==> src/rtl/inst_fetch_unit.sv <==
// Instruction fetch front end: owns the PC, fetches one word per instruction over
// a req/ack handshake and issues it to the decoder and datapath.
//
// state | meaning
// REQ   | request outstanding at pc, waiting for inst_ack
// ISSUE | instruction presented on inst/pc_out, waiting for consumer
// DRAIN | redirected while a request was in flight; swallow its ack
// HALT  | control unit halted; idle until reset
module inst_fetch_unit #(
  parameter logic [31:0] RESET_PC = 32'h0000_0000
) (
  input  logic        clk,
  input  logic        rst_b,
  output logic        inst_req,
  output logic [31:0] inst_addr,
  input  logic        inst_ack,
  input  logic [31:0] inst_rdata,
  input  logic        stall,
  input  logic        redirect_valid,
  input  logic [31:0] redirect_pc,
  input  logic        halted,
  output logic [31:0] inst,
  output logic        inst_valid,
  output logic [31:0] pc_out,
  output logic [5:0]  opcode,
  output logic [5:0]  func,
  output logic        halt_state
);

  typedef enum logic [1:0] {S_REQ, S_ISSUE, S_DRAIN, S_HALT} state_t;

  state_t      state;
  logic [31:0] pc;
  logic [31:0] drain_addr;
  logic [31:0] redir_target;
  logic        unused_redir_bits;

  assign redir_target      = {redirect_pc[31:2], 2'b00};
  assign unused_redir_bits = ^redirect_pc[1:0];

  // DRAIN keeps presenting the abandoned address so the memory sees a stable request
  assign inst_req  = (state == S_REQ) || (state == S_DRAIN);
  assign inst_addr = (state == S_DRAIN) ? drain_addr : pc;
  assign opcode    = inst[31:26];
  assign func      = inst[5:0];

  always_ff @(posedge clk or negedge rst_b) begin
    if (!rst_b) begin
      state      <= S_REQ;
      pc         <= RESET_PC;
      drain_addr <= RESET_PC;
      inst       <= 32'h0;
      pc_out     <= 32'h0;
      inst_valid <= 1'b0;
      halt_state <= 1'b0;
    end else begin
      case (state)
        S_REQ: begin
          if (halted) begin
            state      <= S_HALT;
            inst_valid <= 1'b0;
            halt_state <= 1'b1;
          end else if (redirect_valid) begin
            pc <= redir_target;
            if (!inst_ack) begin
              drain_addr <= pc;
              state      <= S_DRAIN;
            end
          end else if (inst_ack) begin
            inst       <= inst_rdata;
            pc_out     <= pc;
            pc         <= pc + 32'd4;
            inst_valid <= 1'b1;
            state      <= S_ISSUE;
          end
        end
        S_ISSUE: begin
          if (halted) begin
            state      <= S_HALT;
            inst_valid <= 1'b0;
            halt_state <= 1'b1;
          end else if (redirect_valid) begin
            pc         <= redir_target;
            inst_valid <= 1'b0;
            state      <= S_REQ;
          end else if (!stall) begin
            inst_valid <= 1'b0;
            state      <= S_REQ;
          end
        end
        S_DRAIN: begin
          if (halted) begin
            state      <= S_HALT;
            halt_state <= 1'b1;
          end else begin
            if (redirect_valid) pc <= redir_target;
            if (inst_ack) state <= S_REQ;
          end
        end
        default: begin
          state      <= S_HALT;
          inst_valid <= 1'b0;
          halt_state <= 1'b1;
        end
      endcase
    end
  end

endmodule

==> config.mk <==
export PLATFORM = sky130hd
export DESIGN_NAME = inst_fetch_unit
export DESIGN_NICKNAME = d
export VERILOG_FILES = /design/src/rtl/inst_fetch_unit.sv
export SDC_FILE = /design/constraint.sdc
export NUM_CORES = 1
export LEC_CHECK = 0
export ABC_AREA = 1
export CAP_MARGIN = 5
export CORE_AREA = 2 2 139 141
export DETAILED_ROUTE_END_ITERATION = 7
export DIE_AREA = 0 0 141 143
export GPL_TIMING_DRIVEN = 0
export PLACE_DENSITY_LB_ADDON = 0.08
export SYNTH_ARGS = -nofsm -noshare
export SYNTH_HDL_FRONTEND = slang
export SYNTH_SLANG_ARGS = --single-unit
==> constraint.sdc <==
create_clock -name clk -period 2.2 [get_ports clk]
set_input_delay 0.44 -clock clk [delete_from_list [all_inputs] [get_ports clk]]
set_output_delay 0.44 -clock clk [all_outputs]
set_load 0.01 [all_outputs]
==> summary.txt <==
Status
  – Status: finished clean

Power
  – Worst vdd ir: 0.685 mV
  – Power density over the cells: 1610 mW/mm2
  – Pleak: 0.00432 uW

Route
  – Routed metal-1 wirelength: 9130 um
  – Drt pass-1 iters: 5
  – Metal3 WL: 824 um
  – Routed Antenna Nets: 0
  – Initial drt markers: 404
  – DRT Wirelength: 18800 um
  – Vias/cell: 4.70
  – Routed wl met2: 8580 um
  – Drt wl/cell: 15.1 um
  – Routed vias: 5846
  – Top routing layer used: met4
  – DRC viols: 0

Setup path
  – Worst setup path start: state[0]
  – CP max FO: 10
  – Reg2reg setup slack: 0.23 ns
  – CP required: 1.76 ns
  – Critical path type: flip-flop to output port
  – FF-to-FF End: pc[19]
  – Crit path capture type: output port
  – Register-to-Register Path Depth: 10
  – WP data arrival: 1.70 ns
  – Startpoint types: flip-flop
  – Worst r2r src: state[1]

Timing
  – Max Clock Freq: 468 MHz
  – Worst clock skew: 0.00884 ns
  – Final min period: 2.14 ns
  – RSZ-0062 raised after global routing: true
  – Final worst-path cycle share: 97.2%
  – Hold_ws: 0.400 ns
  – Setup TNS: 0 ns
  – Final setup vio count: 0
  – Final hold vios: 0
  – Max-slew violation count: 0

Die
  – Starting Density: 34.7%
  – Rows: 50
  – Die W: 141 um
  – # IOs: 181
  – Die area: 0.0202 mm2
  – Core Region: 0.0186 mm2
  – Die H: 143 um

Global routing
  – Tot GR Track Use: 19.2%
  – Gr ovfl total: 0
  – Initial antenna violation count: 0
  – Vias in the first global route: 5722
  – Largest net degree at the start of global routing: 86
  – First-pass GRT wire length: 30200 um

Layout
  – Commonest non-fill, non-tap cell in the layout: nand2_1
  – Nets: 1072
  – Layout cell share with drive strength beyond 1: 16.7%
  – N_diodes: 0
  – Area growth syn-to-layout: 43.3%
  – Most frequent cells in the layout: nand2_1 (248), clkdlybuf4s50_1 (141), dfrtp_1 (126), nor2_1 (76), o21ai_1 (74)

Worst hold path
  – Hold Path Class: input pin to flip-flop
  – Hold EP: inst_valid
  – Worst hold stages: 4
  – Origin of the worst min-delay path: redirect_valid

Placement
  – GP Congestion: 0.872
  – Dpl hpwl: 13900 um
  – Port bufs: 173

Logic synthesis
  – Unique masters post-synth: 30
  – Post-synthesis sequential area ratio: 48.9%
  – Syn Area/Cell: 8.12 um2
  – Synth Instances: 794
  – Synthesized cell area: 0.00644 mm2
  – Number of synthesized register bits: 126
  – Synth warn: 0

Clock tree
  – Clock Sinks: 126
  – Number of buffers created by CTS: 17
  – Worst-Skew Late Latency: 0.42 ns
  – Clock-pin slew on the worst setup and hold paths: 0.06 ns
  – Largest buffer count on any clock path: 2
  – CTS Root Cell: clkbuf_16
  – CTS tree: yes
  – CTS H-tree depth: 4

Job
  – Max Cap Violations: 0
## registers in the layout (all words and copies together), names as in the netlist
signal and cells:
inst 32, inst_valid 1, halt_state 1, drain_addr 30, pc 30, pc_out 30, state 2
## through the flow
stage / total power [uW] / instances / area (um2) / utilization, % / setup slack (ns)
final: 14800 / 1243 / 9240 / 49.7 / 0.0618
after global routing: 15900 / 1243 / 9240 / 49.7 / -0.00471
after CTS: 14900 / 1242 / 9260 / 49.8 / -0.0511
after detailed placement: 11600 / 1205 / 8510 / 45.8 / -0.680
after global placement: 11600 / 1204 / 8480 / 45.6 / -4.77
after floorplan: 8090 / 797 / 6450 / - / 0.465
## metal layers
metal | up-vias | track usage (%)
met5 | - | 0
met2 | 169 | 31.3
met1 | 2705 | 26.1
met3 | 17 | 3.35
met4 | 0 | 5.84
li1 | 2955 | -
## Yosys cell counts
| cell type | count | share of area [%] |
|---|---|---|
| ha_1 | 5 | 0.97 |
| o31ai_1 | 1 | 0.12 |
| and2_1 | 2 | 0.19 |
| a21oi_1 | 17 | 1.3 |
| buf_2 | 12 | 0.93 |
| inv_2 | 4 | 0.23 |
| a31oi_1 | 3 | 0.29 |
| or2_2 | 2 | 0.19 |
| nand2_2 | 3 | 0.29 |
| dfrtp_1 | 126 | 49 |
| mux2_4 | 20 | 4.7 |
| mux2_1 | 12 | 2.1 |
| nand3b_1 | 1 | 0.12 |
| nand3_1 | 39 | 3.0 |
| clkbuf_1 | 19 | 1.1 |
| buf_6 | 5 | 0.87 |
| conb_1 | 1 | 0.058 |
| o21ai_1 | 60 | 4.7 |
| nor2_4 | 4 | 0.70 |
| a22oi_2 | 1 | 0.19 |
| nor3_1 | 1 | 0.078 |
| nor2_2 | 3 | 0.29 |
| buf_4 | 16 | 1.9 |
| nor2_1 | 76 | 4.4 |
| nand2_1 | 248 | 14 |
| inv_1 | 52 | 3.0 |
| o22ai_1 | 3 | 0.29 |
| xor2_1 | 1 | 0.14 |
| nand4_1 | 2 | 0.19 |
| o21ai_0 | 55 | 4.3 |
## layout make-up
class	instances	area, um2
inverters	56	210
multi-input cells	563	2860
clock buffers	20	457
plain buffers	50	365
repair buffers	183	1710
flip-flops and latches	126	3150
well taps	234	293
fillers	1853	9350
clock inverters	11	189
## worst max-delay path: stages, from the launching register on
cell and delay [ns]:
dfrtp_1 0.40, inv_2 0.09, ha_4 0.16, buf_12 0.12
clkbuf_16 0.15, nand2_1 0.06, o21ai_2 0.06, clkdlybuf4s15_2 0.24
## how the worst max path moves through the flow
stage | to | slack [ns] | cells after the start
final | inst_addr[23] | 0.06 | 7
after global routing | inst_addr[7] | -0.005 | 6
after CTS | inst_addr[20] | -0.05 | 6
after detailed placement | inst_addr[23] | -0.68 | 7
after global placement | pc_out[29] | -4.77 | 1
after floorplan | inst_addr[30] | 0.47 | 6
## power breakdown
part           switching (uW)  leakage [uW]  internal [uW]
registers                 797       0.00156           3450
clock network            1040      0.000312           2060
logic                    3940       0.00244           3530
total                    5780       0.00432           9040
## repair_timing
| action | in CTS | in global routing |
|---|---|---|
| pin swaps | 1 | 1 |
| buffers inserted | 6 | 2 |
| resized for setup | 159 | 50 |
| cloned | 0 | 0 |
| hold buffers | 1 | 0 |
| endpoints found under the setup margin | 31 | 51 |
| hold endpoints to repair | 41 | 0 |
## cell families (layout without fill, tap and decap cells)
| family | count (synthesis) | count (layout) | share of synthesized area [%] |
|---|---|---|---|
| muxes | 32 | 32 | 6.76 |
| DFF | 126 | 126 | 48.9 |
| other | 1 | 4 | 0.0582 |
| and+or+nand+nor | 381 | 381 | 24.0 |
| xor gates and xnor gates | 1 | 1 | 0.136 |
| buffers and inverters | 108 | 320 | 8.04 |
| AOI/OAI and AO/OA | 140 | 140 | 11.1 |
| adders and majority gates | 5 | 5 | 0.971 |
(Power assumes the default switching activity.)
